**config.mk**
```make
export PLATFORM = sky130hd
export DESIGN_NAME = if_fetch_buffer
export DESIGN_NICKNAME = d
export VERILOG_FILES = /design/src/rtl/lab8_pkg.sv /design/src/rtl/fetch_fifo.sv /design/src/rtl/if_fetch_buffer.sv
export SDC_FILE = /design/constraint.sdc
export NUM_CORES = 1
export LEC_CHECK = 0
export ABC_AREA = 1
export ABC_CLOCK_PERIOD_IN_PS = 7800
export BUFFER_PORTS_ARGS = -buffer_cell sky130_fd_sc_hd__buf_2
export CAP_MARGIN = 5
export CELL_PAD_IN_SITES_DETAIL_PLACEMENT = 2
export CELL_PAD_IN_SITES_GLOBAL_PLACEMENT = 2
export CORE_ASPECT_RATIO = 1.5
export CORE_MARGIN = 1.5
export CORE_UTILIZATION = 39
export CTS_BUF_LIST = sky130_fd_sc_hd__clkbuf_16
export CTS_CLUSTER_SIZE = 28
export DETAILED_ROUTE_END_ITERATION = 8
export GPL_ROUTABILITY_DRIVEN = 0
export PLACE_DENSITY_LB_ADDON = 0.1
export SYNTH_ARGS = -nofsm -noshare
export SYNTH_HDL_FRONTEND = slang
export SYNTH_HIERARCHICAL = 1
export SYNTH_SLANG_ARGS = --single-unit
export TNS_END_PERCENT = 10
```
**constraint.sdc**
```tcl
create_clock -name clk -period 7.8 [get_ports clk]
set_input_delay 1.56 -clock clk [delete_from_list [all_inputs] [get_ports clk]]
set_output_delay 1.56 -clock clk [all_outputs]
set_load 0.005 [all_outputs]
```
**src/rtl/lab8_pkg.sv**
```systemverilog
// lab8_pkg
//   Shared types and constants for the instruction-fetch slice.
//   fetch_entry_t : one decoded-side FIFO entry, the fetch PC paired with the
//                   instruction word that memory returned for it.
//   NOP_INSTR     : canonical RISC-V nop (addi x0,x0,0), presented to decode
//                   whenever there is no valid instruction at the FIFO head.
package lab8_pkg;

   localparam logic [31:0] NOP_INSTR = 32'h0000_0013;

   typedef struct packed {
      logic [31:0] pc;
      logic [31:0] instr;
   } fetch_entry_t;

endpackage

```
**src/rtl/fetch_fifo.sv**
```systemverilog
// fetch_fifo
//   Parameterised synchronous FIFO with registered count.
//   Ports:
//     clk, reset   : clock, synchronous active-high reset
//     clear        : synchronous empty request, overrides push and pop
//     push, wdata  : write request and data (ignored when full)
//     pop          : read request (ignored when empty)
//     rdata        : data at the head, valid while !empty
//     full, empty  : occupancy flags derived from count
//     count        : number of stored entries, 0..DEPTH
module fetch_fifo #(
   parameter int WIDTH = 64,
   parameter int DEPTH = 4,
   localparam int AW = (DEPTH > 1) ? $clog2(DEPTH) : 1,
   localparam int CW = $clog2(DEPTH) + 1
) (
   input  logic             clk,
   input  logic             reset,
   input  logic             clear,
   input  logic             push,
   input  logic             pop,
   input  logic [WIDTH-1:0] wdata,
   output logic [WIDTH-1:0] rdata,
   output logic             full,
   output logic             empty,
   output logic [CW-1:0]    count
);

   logic [WIDTH-1:0] mem [DEPTH];
   logic [AW-1:0]    wr_ptr;
   logic [AW-1:0]    rd_ptr;
   logic             do_push;
   logic             do_pop;

   assign full    = (count == CW'(DEPTH));
   assign empty   = (count == '0);
   assign do_push = push & ~full;
   assign do_pop  = pop & ~empty;
   assign rdata   = mem[rd_ptr];

   // Pointer advance with an explicit wrap so that a single-entry queue
   // (one pointer bit, one slot) stays on slot zero.
   function automatic logic [AW-1:0] next_ptr(input logic [AW-1:0] p);
      return (p == AW'(DEPTH - 1)) ? '0 : p + AW'(1);
   endfunction

   // Pointers and occupancy. Clear behaves like reset so a flush empties the
   // queue in one cycle regardless of what push/pop asked for.
   always_ff @(posedge clk) begin
      if (reset || clear) begin
         wr_ptr <= '0;
         rd_ptr <= '0;
         count  <= '0;
      end else begin
         if (do_push) wr_ptr <= next_ptr(wr_ptr);
         if (do_pop)  rd_ptr <= next_ptr(rd_ptr);
         if (do_push && !do_pop)      count <= count + CW'(1);
         else if (!do_push && do_pop) count <= count - CW'(1);
      end
   end

   // Storage array; no reset needed because count gates visibility.
   always_ff @(posedge clk) begin
      if (do_push) mem[wr_ptr] <= wdata;
   end

endmodule

```
**src/rtl/if_fetch_buffer.sv**
```systemverilog
// if_fetch_buffer
//   Sits behind the PC register: turns the fetch PC stream into in-order
//   instruction-memory reads, remembers the PC of every granted read, and
//   queues {pc, instruction} pairs for decode. A flush drops everything
//   queued and marks every in-flight read as a discard.
//   Ports:
//     clk, reset                 : clock, synchronous active-high reset
//     fetch_pc, fetch_valid      : PC to fetch and its valid
//     fetch_ready                : PC consumed this cycle (request granted)
//     flush                      : redirect, drop buffered and in-flight fetches
//     imem_req, imem_addr        : memory read request, word-aligned address
//     imem_gnt                   : memory accepted the request
//     imem_rvalid, imem_rdata    : in-order read response
//     id_valid, id_ready         : decode handshake on the FIFO head
//     id_pc, id_instr            : head entry (NOP_INSTR when no entry)
//   The entry type is 32-bit wide, so XLEN is expected to stay 32.
module if_fetch_buffer
   import lab8_pkg::*;
#(
   parameter int XLEN            = 32,
   parameter int DEPTH           = 4,
   parameter int MAX_OUTSTANDING = 2
) (
   input  logic            clk,
   input  logic            reset,
   input  logic [XLEN-1:0] fetch_pc,
   input  logic            fetch_valid,
   output logic            fetch_ready,
   input  logic            flush,
   output logic            imem_req,
   output logic [XLEN-1:0] imem_addr,
   input  logic            imem_gnt,
   input  logic            imem_rvalid,
   input  logic [XLEN-1:0] imem_rdata,
   output logic            id_valid,
   input  logic            id_ready,
   output logic [XLEN-1:0] id_pc,
   output logic [XLEN-1:0] id_instr
);

   localparam int CW = $clog2(DEPTH) + 1;
   localparam int OW = $clog2(MAX_OUTSTANDING) + 1;
   localparam int SW = CW + 1;
   localparam int EW = $bits(fetch_entry_t);

   logic [OW-1:0]   out_cnt;
   logic [OW-1:0]   disc_cnt;
   logic [OW-1:0]   inflight;
   logic [SW-1:0]   space_used;
   logic [CW-1:0]   fifo_count;
   logic [OW-1:0]   pcq_count;
   logic            fifo_full;
   logic            fifo_empty;
   logic            pcq_full;
   logic            pcq_empty;
   logic            grant;
   logic            resp_ok;
   logic            keep_resp;
   logic            id_pop;
   logic [XLEN-1:0] pcq_head;
   fetch_entry_t    fifo_in;
   fetch_entry_t    fifo_head;

   // Reads still owed to the FIFO are the outstanding ones minus those already
   // condemned by a flush; reserving their slots up front is what keeps the
   // FIFO from ever overflowing. Only registered state is used, so a pop in
   // the same cycle does not free space for a new request.
   assign inflight   = out_cnt - disc_cnt;
   assign space_used = SW'(fifo_count) + SW'(inflight);

   assign imem_req    = ~reset & fetch_valid & ~flush
                      & (out_cnt < OW'(MAX_OUTSTANDING))
                      & (space_used < SW'(DEPTH));
   assign imem_addr   = {fetch_pc[XLEN-1:2], 2'b00};
   assign grant       = imem_req & imem_gnt;
   assign fetch_ready = grant;

   // A response with nothing outstanding is spurious and is ignored entirely.
   // Responses arriving in the flush cycle are dropped along with the rest.
   assign resp_ok   = imem_rvalid & (out_cnt != '0);
   assign keep_resp = resp_ok & (disc_cnt == '0) & ~flush;

   assign fifo_in.pc    = pcq_head;
   assign fifo_in.instr = imem_rdata;

   assign id_valid = ~reset & ~fifo_empty;
   assign id_pop   = id_valid & id_ready;
   assign id_pc    = id_valid ? fifo_head.pc : '0;
   assign id_instr = id_valid ? fifo_head.instr : NOP_INSTR;

   // PC of every granted read, consumed in order as responses return.
   fetch_fifo #(
      .WIDTH (XLEN),
      .DEPTH (MAX_OUTSTANDING)
   ) u_pc_queue (
      .clk   (clk),
      .reset (reset),
      .clear (1'b0),
      .push  (grant),
      .pop   (resp_ok),
      .wdata (fetch_pc),
      .rdata (pcq_head),
      .full  (pcq_full),
      .empty (pcq_empty),
      .count (pcq_count)
   );

   // Instructions ready for decode; flush empties it on the next edge.
   fetch_fifo #(
      .WIDTH (EW),
      .DEPTH (DEPTH)
   ) u_instr_fifo (
      .clk   (clk),
      .reset (reset),
      .clear (flush),
      .push  (keep_resp),
      .pop   (id_pop),
      .wdata (fifo_in),
      .rdata (fifo_head),
      .full  (fifo_full),
      .empty (fifo_empty),
      .count (fifo_count)
   );

   // Outstanding and discard counters. A grant and a response in the same
   // cycle cancel out. On flush every read still outstanding after this
   // cycle's response becomes a discard, which also covers a flush arriving
   // while earlier discards are still pending.
   always_ff @(posedge clk) begin
      if (reset) begin
         out_cnt  <= '0;
         disc_cnt <= '0;
      end else begin
         out_cnt <= out_cnt + OW'(grant) - OW'(resp_ok);
         if (flush)
            disc_cnt <= out_cnt - OW'(resp_ok);
         else if (resp_ok && disc_cnt != '0)
            disc_cnt <= disc_cnt - OW'(1);
      end
   end

   // Protocol and consistency properties.
   a_no_spurious_resp : assert property (@(posedge clk) disable iff (reset)
      !(imem_rvalid && out_cnt == '0));
   a_no_fifo_overflow : assert property (@(posedge clk) disable iff (reset)
      !(keep_resp && fifo_full && !id_pop));
   a_pcq_tracks_out   : assert property (@(posedge clk) disable iff (reset)
      (pcq_count == out_cnt) && !(grant && pcq_full) && !(resp_ok && pcq_empty));

endmodule
```
==> run_summary.xml, run 1 <==
<?xml version="1.0" encoding="UTF-8"?>
<metrics>
  <group name="outcome">
    <metric name="outcome" unit="">finished clean</metric>
  </group>
  <group name="sta">
    <metric name="max_freq" unit="MHz">210</metric>
    <metric name="rsz0062_at_grt" unit="">false</metric>
    <metric name="hold_viol" unit="">0</metric>
    <metric name="worst_margin_pin_slew" unit="ps">1100</metric>
    <metric name="final.min_clock_period" unit="ps">4760</metric>
    <metric name="setup_total_negative_slack" unit="ps">0</metric>
    <metric name="pins_over_their_slew_limit" unit="">0</metric>
    <metric name="max-slew-margin-rel" unit="%">26.5</metric>
    <metric name="layout_worst_path_cycle_share" unit="%">61.0</metric>
    <metric name="setup-violations-final" unit="">0</metric>
    <metric name="finClkSkew" unit="ps">17.9</metric>
  </group>
  <group name="place">
    <metric name="placedInstanceArea" unit="µm²">14800</metric>
    <metric name="dp.final_hpwl" unit="mm">19.9</metric>
    <metric name="io_buffer_count" unit="">167</metric>
  </group>
  <group name="final_layout">
    <metric name="area_growth" unit="%">14.7</metric>
    <metric name="antenna_cells_inserted" unit="">0</metric>
    <metric name="utilization" unit="%">45.4</metric>
    <metric name="layout-drive-gt1-share" unit="%">22.9</metric>
    <metric name="postLayoutCellArea" unit="µm²">15900</metric>
    <metric name="design.final.nets" unit="">1261</metric>
  </group>
  <group name="setup_path">
    <metric name="r2r.worst_path.cells" unit="">13</metric>
    <metric name="worst_setup_path_start_kind" unit="">register</metric>
    <metric name="setup.worst_path.end_class" unit="">primary output</metric>
    <metric name="critical_path_arrival" unit="ps">3200</metric>
    <metric name="crit_path_max_fanout" unit="">74</metric>
    <metric name="critical_path_required" unit="ps">6240</metric>
    <metric name="critical_setup_path_kind" unit="">reg2out</metric>
  </group>
  <group name="clock_network">
    <metric name="htreeDepth" unit="">2</metric>
    <metric name="clk-insertion-delay-late" unit="ps">510</metric>
    <metric name="tritoncts" unit="">yes</metric>
    <metric name="clock_pin_slew_of_the_registers_on_the_worst_case_setup_and_hold_paths" unit="ps">60</metric>
    <metric name="cts-root-buf" unit="">sky130_fd_sc_hd__clkbuf_16</metric>
    <metric name="cts_num_sinks" unit="">338</metric>
    <metric name="cts.hold.buffers_added" unit="">0</metric>
    <metric name="inserted_clock_buffers" unit="">35</metric>
    <metric name="clock_path_buffers" unit="">3</metric>
    <metric name="cts-resized-gates" unit="">0</metric>
    <metric name="postCtsSetupRepairBufs" unit="">0</metric>
  </group>
  <group name="detailed_routing">
    <metric name="firstDrtPassIters" unit="">4</metric>
    <metric name="routed_via_density" unit="">5.00</metric>
    <metric name="postRouteAntennaNets" unit="">0</metric>
    <metric name="num_vias" unit="">8376</metric>
    <metric name="post_drt_wl_per_cell" unit="µm">19.3</metric>
    <metric name="detailedRoute.firstIterationViolations" unit="">317</metric>
    <metric name="post-route-drc-count" unit="">0</metric>
    <metric name="routed_wirelength" unit="mm">32.4</metric>
  </group>
  <group name="global_route">
    <metric name="grt_pass1_wl" unit="mm">50.3</metric>
    <metric name="groute.usage.overall" unit="%">18.1</metric>
    <metric name="first_global_vias" unit="">9179</metric>
    <metric name="antenna_found_initial" unit="">1</metric>
    <metric name="maximum_number_of_pins_on_one_net_before_global_route_repair" unit="">75</metric>
    <metric name="gr-total-overflow" unit="">0</metric>
  </group>
  <group name="hold_path">
    <metric name="worst_hold_path_type" unit="">reg2reg</metric>
    <metric name="worst_hold_path.num_cells" unit="">2</metric>
  </group>
  <group name="die">
    <metric name="coreArea" unit="µm²">35000</metric>
    <metric name="core.rowCount" unit="">84</metric>
    <metric name="ios" unit="">170</metric>
    <metric name="floorplan.die.width" unit="µm">157</metric>
    <metric name="initial_utilization" unit="%">39.6</metric>
    <metric name="area_enclosed_by_the_die_boundary" unit="µm²">36700</metric>
    <metric name="die-height" unit="µm">234</metric>
  </group>
  <group name="synthesis">
    <metric name="mappedNetlistArea" unit="µm²">13900</metric>
    <metric name="syn-mean-instance-area" unit="µm²">13.3</metric>
    <metric name="netlist_instances" unit="">1045</metric>
    <metric name="synthesis.yosys.warnings" unit="">6</metric>
  </group>
  <group name="power_and_ir_drop">
    <metric name="vdd_drop_max" unit="µV">144</metric>
    <metric name="pwr_density_cell" unit="nW/µm²">245</metric>
    <metric name="power.leakage" unit="nW">6.02</metric>
  </group>
  <group name="run">
    <metric name="cap_violations" unit="">0</metric>
  </group>
</metrics>
## path summary, 6_finish.rpt
path	startpoint	endpoint	slack (ps)
max	register	id_pc[8]	3040
min	u_pc_queue/rd_ptr	register	480
max reg2reg	out_cnt[0]	u_pc_queue/mem[1][18]	4350
min reg2reg	u_pc_queue/rd_ptr	register	480
## sequential cells by signal, summed over array words and instances (netlist names), named ones only
| signal | flops |
|---|---|
| u_instr_fifo/count | 3 |
| u_instr_fifo/wr_ptr | 2 |
| u_pc_queue/count | 2 |
| disc_cnt | 2 |
| u_instr_fifo/rd_ptr | 2 |
| u_pc_queue/wr_ptr | 1 |
| u_pc_queue/rd_ptr | 1 |
| u_instr_fifo/mem | 256 |
| u_pc_queue/mem | 64 |
| out_cnt | 2 |
## power by group
part | total, mW | internal, mW | leakage (nW) | switching, mW
combinational | 0.226 | 0.0808 | 2.42 | 0.146
clock | 1.61 | 0.954 | 0.574 | 0.661
sequential | 2.04 | 2.03 | 3.03 | 0.0157
## critical path: stages, from the launching register on
cell and delay, ps:
sky130_fd_sc_hd__dfxtp_4 530, sky130_fd_sc_hd__inv_4 570, sky130_fd_sc_hd__buf_4 760, sky130_fd_sc_hd__o21ai_1 150, sky130_fd_sc_hd__o22ai_1 250, sky130_fd_sc_hd__inv_1 70, sky130_fd_sc_hd__nor2_1 100, sky130_fd_sc_hd__buf_2 130
## final cells by class
cell class / count / area, µm²
inverter: 100 / 392
clock inverter: 25 / 186
tap: 473 / 592
fill: 3550 / 19100
timing repair buffer: 177 / 911
multi-input combinational: 525 / 2900
sequential: 338 / 9980
clock buffer: 37 / 926
## per-stage QoR
| stage | hold WS, ps | worst slack, ps | power [mW] | std cells |
|---|---|---|---|---|
| 2_1_floorplan | 453 | 2590 | 2.23 | 1047 |
| 3_3_place_gp | 463 | 3450 | 2.31 | 1613 |
| 3_5_place_dp | 473 | 3400 | 2.32 | 1613 |
| 4_1_cts | 484 | 2980 | 3.95 | 1675 |
| 5_1_grt | 519 | 2780 | 4.03 | 1675 |
| 6_report | 482 | 3040 | 3.89 | 1675 |
## per-layer routing
layer / vias to the layer above / track usage [%] / part of all wire (%)
met5: - / 0 / 0.040
met4: 2 / 5.00 / 1.8
met3: 44 / 2.49 / 3.4
met2: 160 / 34.9 / 55
met1: 4258 / 20.7 / 40
li1: 3912 / - / -
## placed cells by master (no fill, tap or decap), types with 6 or more instances in the layout
master / instances
sky130_fd_sc_hd__edfxtp_1: 320
sky130_fd_sc_hd__mux2_4: 30
sky130_fd_sc_hd__nor2_4: 7
sky130_fd_sc_hd__buf_2: 167
sky130_fd_sc_hd__ha_1: 12
sky130_fd_sc_hd__nor2_1: 208
sky130_fd_sc_hd__nand2_1: 29
sky130_fd_sc_hd__inv_1: 101
sky130_fd_sc_hd__buf_4: 10
sky130_fd_sc_hd__clkinv_1: 8
sky130_fd_sc_hd__o21ai_1: 58
sky130_fd_sc_hd__clkbuf_16: 37
sky130_fd_sc_hd__a21oi_1: 10
sky130_fd_sc_hd__nand3_1: 6
sky130_fd_sc_hd__o22ai_1: 64
sky130_fd_sc_hd__o21ai_0: 76
sky130_fd_sc_hd__dfxtp_1: 15
Power figures use the tool's default switching activity.
==> run 2, diff against run 1 <==
--- a/config.mk
+++ b/config.mk
@@ -6,7 +6,7 @@
 export NUM_CORES = 1
 export LEC_CHECK = 0
 export ABC_AREA = 1
-export ABC_CLOCK_PERIOD_IN_PS = 7800
+export ABC_CLOCK_PERIOD_IN_PS = 4700
 export BUFFER_PORTS_ARGS = -buffer_cell sky130_fd_sc_hd__buf_2
 export CAP_MARGIN = 5
 export CELL_PAD_IN_SITES_DETAIL_PLACEMENT = 2
==> constraint.sdc (replaced) <==
create_clock -name clk -period 4.7 [get_ports clk]
set_input_delay 0.94 -clock clk [delete_from_list [all_inputs] [get_ports clk]]
set_output_delay 0.94 -clock clk [all_outputs]
set_load 0.005 [all_outputs]
==> run 2 against run 1 <==
Register-to-register slack got worse by 2900 ps. Non-clock buffer count increased by 4. Core utilization is 0.25 points higher. Global-route usage grew 1.1 points. Clock power is 66% higher. Critical endpoint is now id_instr[7]. Largest cell class unchanged. Largest power group unchanged.
==> run_summary.xml, run 2 (synthesis results as in run 1) <==
<?xml version="1.0" encoding="UTF-8"?>
<metrics>
  <group name="final_layout">
    <metric name="mostFrequentLayoutCell" unit="">sky130_fd_sc_hd__edfxtp_1</metric>
    <metric name="postLayoutCellArea" unit="µm²">16000</metric>
    <metric name="area_growth" unit="%">15.3</metric>
    <metric name="multi_input_comb_area" unit="µm²">2900</metric>
    <metric name="layout-drive-gt1-share" unit="%">23.0</metric>
    <metric name="utilization" unit="%">45.6</metric>
    <metric name="layout.filler_cells" unit="">3543</metric>
    <metric name="reg_top3" unit="">u_instr_fifo/mem: 256 flops, u_pc_queue/mem: 64 flops, u_instr_fifo/count: 3 flops</metric>
    <metric name="most_used_cells_in_the_layout_excluding_fill_and_tap_cells" unit="">sky130_fd_sc_hd__edfxtp_1 (320), sky130_fd_sc_hd__nor2_1 (208), sky130_fd_sc_hd__buf_2 (167)</metric>
    <metric name="design.final.nets" unit="">1264</metric>
    <metric name="largest_reg_flops" unit="">256</metric>
    <metric name="largest_register" unit="">u_instr_fifo/mem</metric>
    <metric name="seqCellArea" unit="µm²">9980</metric>
  </group>
  <group name="global_route">
    <metric name="first_global_vias" unit="">9295</metric>
    <metric name="grt_pass1_wl" unit="mm">52.8</metric>
    <metric name="gr-total-overflow" unit="">0</metric>
    <metric name="maximum_number_of_pins_on_one_net_before_global_route_repair" unit="">77</metric>
    <metric name="groute.usage.overall" unit="%">19.3</metric>
    <metric name="antenna_found_initial" unit="">1</metric>
  </group>
  <group name="setup_path">
    <metric name="setup.worst_path.end_class" unit="">primary output</metric>
    <metric name="r2r.worst_path.cells" unit="">13</metric>
    <metric name="crit_path_to" unit="">id_instr[7]</metric>
    <metric name="critical_path_arrival" unit="ps">2920</metric>
    <metric name="worst_setup_path_start_kind" unit="">register</metric>
    <metric name="critical_setup_path_kind" unit="">reg2out</metric>
    <metric name="endpoint_of_the_most_critical_register_to_register_path" unit="">u_pc_queue/mem[1][30]</metric>
    <metric name="reg2reg_setup_slack" unit="ps">1400</metric>
    <metric name="crit_path_max_fanout" unit="">76</metric>
    <metric name="critical_path.reg2reg.startpoint" unit="">out_cnt[0]</metric>
    <metric name="critical_path_required" unit="ps">3760</metric>
  </group>
  <group name="clock_network">
    <metric name="htreeDepth" unit="">2</metric>
    <metric name="tritoncts" unit="">yes</metric>
    <metric name="cts.hold.buffers_added" unit="">0</metric>
    <metric name="cts-root-buf" unit="">sky130_fd_sc_hd__clkbuf_16</metric>
    <metric name="clock_pin_slew_of_the_registers_on_the_worst_case_setup_and_hold_paths" unit="ps">70</metric>
    <metric name="clk-insertion-delay-late" unit="ps">520</metric>
    <metric name="inserted_clock_buffers" unit="">34</metric>
    <metric name="clock_path_buffers" unit="">3</metric>
    <metric name="cts-resized-gates" unit="">0</metric>
    <metric name="postCtsSetupRepairBufs" unit="">0</metric>
    <metric name="cts_num_sinks" unit="">338</metric>
  </group>
  <group name="die">
    <metric name="initial_utilization" unit="%">39.6</metric>
    <metric name="core.rowCount" unit="">84</metric>
    <metric name="area_enclosed_by_the_die_boundary" unit="µm²">36700</metric>
    <metric name="coreArea" unit="µm²">35000</metric>
    <metric name="floorplan.die.width" unit="µm">157</metric>
    <metric name="ios" unit="">170</metric>
    <metric name="die-height" unit="µm">234</metric>
  </group>
  <group name="sta">
    <metric name="max_freq" unit="MHz">259</metric>
    <metric name="hold_viol" unit="">0</metric>
    <metric name="rsz0062_at_grt" unit="">false</metric>
    <metric name="setup_total_negative_slack" unit="ps">0</metric>
    <metric name="layout_worst_path_cycle_share" unit="%">82.1</metric>
    <metric name="worst_margin_pin_slew" unit="ps">1130</metric>
    <metric name="max-slew-margin-rel" unit="%">24.5</metric>
    <metric name="setup-violations-final" unit="">0</metric>
    <metric name="hold_ws" unit="ps">484</metric>
    <metric name="finClkSkew" unit="ps">12.5</metric>
    <metric name="final.min_clock_period" unit="ps">3860</metric>
    <metric name="pins_over_their_slew_limit" unit="">0</metric>
    <metric name="finalWorstSetupSlack" unit="ps">841</metric>
  </group>
  <group name="detailed_routing">
    <metric name="post_drt_wl_per_cell" unit="µm">20.6</metric>
    <metric name="routed_via_density" unit="">5.01</metric>
    <metric name="firstDrtPassIters" unit="">4</metric>
    <metric name="routed_wirelength" unit="mm">34.6</metric>
    <metric name="detailedRoute.firstIterationViolations" unit="">332</metric>
    <metric name="num_vias" unit="">8412</metric>
    <metric name="postRouteAntennaNets" unit="">0</metric>
    <metric name="post-route-drc-count" unit="">0</metric>
  </group>
  <group name="outcome">
    <metric name="outcome" unit="">finished clean</metric>
  </group>
  <group name="hold_path">
    <metric name="worst_hold_path_type" unit="">reg2reg</metric>
  </group>
  <group name="power_and_ir_drop">
    <metric name="vdd_drop_max" unit="µV">302</metric>
    <metric name="power.leakage" unit="nW">6.05</metric>
    <metric name="pwr_density_cell" unit="nW/µm²">404</metric>
  </group>
  <group name="place">
    <metric name="dp.final_hpwl" unit="mm">21.1</metric>
    <metric name="io_buffer_count" unit="">167</metric>
    <metric name="placedInstanceArea" unit="µm²">14900</metric>
    <metric name="dp_slack" unit="ps">1300</metric>
  </group>
  <group name="run">
    <metric name="cap_violations" unit="">0</metric>
  </group>
</metrics>
run 2: per-stage QoR:
step	std cells	total power [mW]
after detailed placement	1617	3.86
after global placement	1617	3.84
final	1679	6.46
after floorplan	1047	3.69
after global routing	1679	6.71
after CTS	1678	6.57
run 2: worst min-delay path by stage:
stage                            from  endpoint  slack, ps  depth (start not counted)
floorplan           u_pc_queue/rd_ptr  register        450                          2
global placement    u_pc_queue/rd_ptr  register        460                          2
detailed placement  u_pc_queue/rd_ptr  register        470                          2
CTS                 u_pc_queue/rd_ptr  register        480                          2
global route        u_pc_queue/rd_ptr  register        520                          2
finish              u_pc_queue/rd_ptr  register        480                          2
run 2: worst max-delay path: stages, from the launching register on:
cell                      delay [ps]
sky130_fd_sc_hd__dfxtp_4         490
sky130_fd_sc_hd__inv_4           710
sky130_fd_sc_hd__buf_4           420
sky130_fd_sc_hd__nor2_1           80
sky130_fd_sc_hd__o22ai_1         230
sky130_fd_sc_hd__inv_1            70
sky130_fd_sc_hd__nor2_1          160
sky130_fd_sc_hd__buf_2           150
run 2: power breakdown:
group	internal [mW]	leakage, nW	switching (mW)	total, mW
Combinational	0.139	2.46	0.250	0.389
Clock	1.57	0.557	1.11	2.68
Sequential	3.37	3.03	0.0275	3.39
Total	5.07	6.05	1.38	6.46
run 2: area by class of cell:
class | instances | area share (%)
Clock buffer | 35 | 5.48
Inverter | 100 | 2.45
Clock inverter | 26 | 1.36
Antenna cell | 1 | 0.0157
Sequential cell | 338 | 62.5
Multi-Input combinational cell | 525 | 18.2
Tap cell | 473 | 3.71
Timing Repair Buffer | 181 | 6.36
run 2: routing by layer:
layer  track usage [%]  routed length (µm)  up-vias
li1                  -                   -     3933
met1              21.4               13400     4273
met2              37.2               19200      155
met3              2.53                1080       51
met4              6.43                 840        0
met5                 0                   0        -
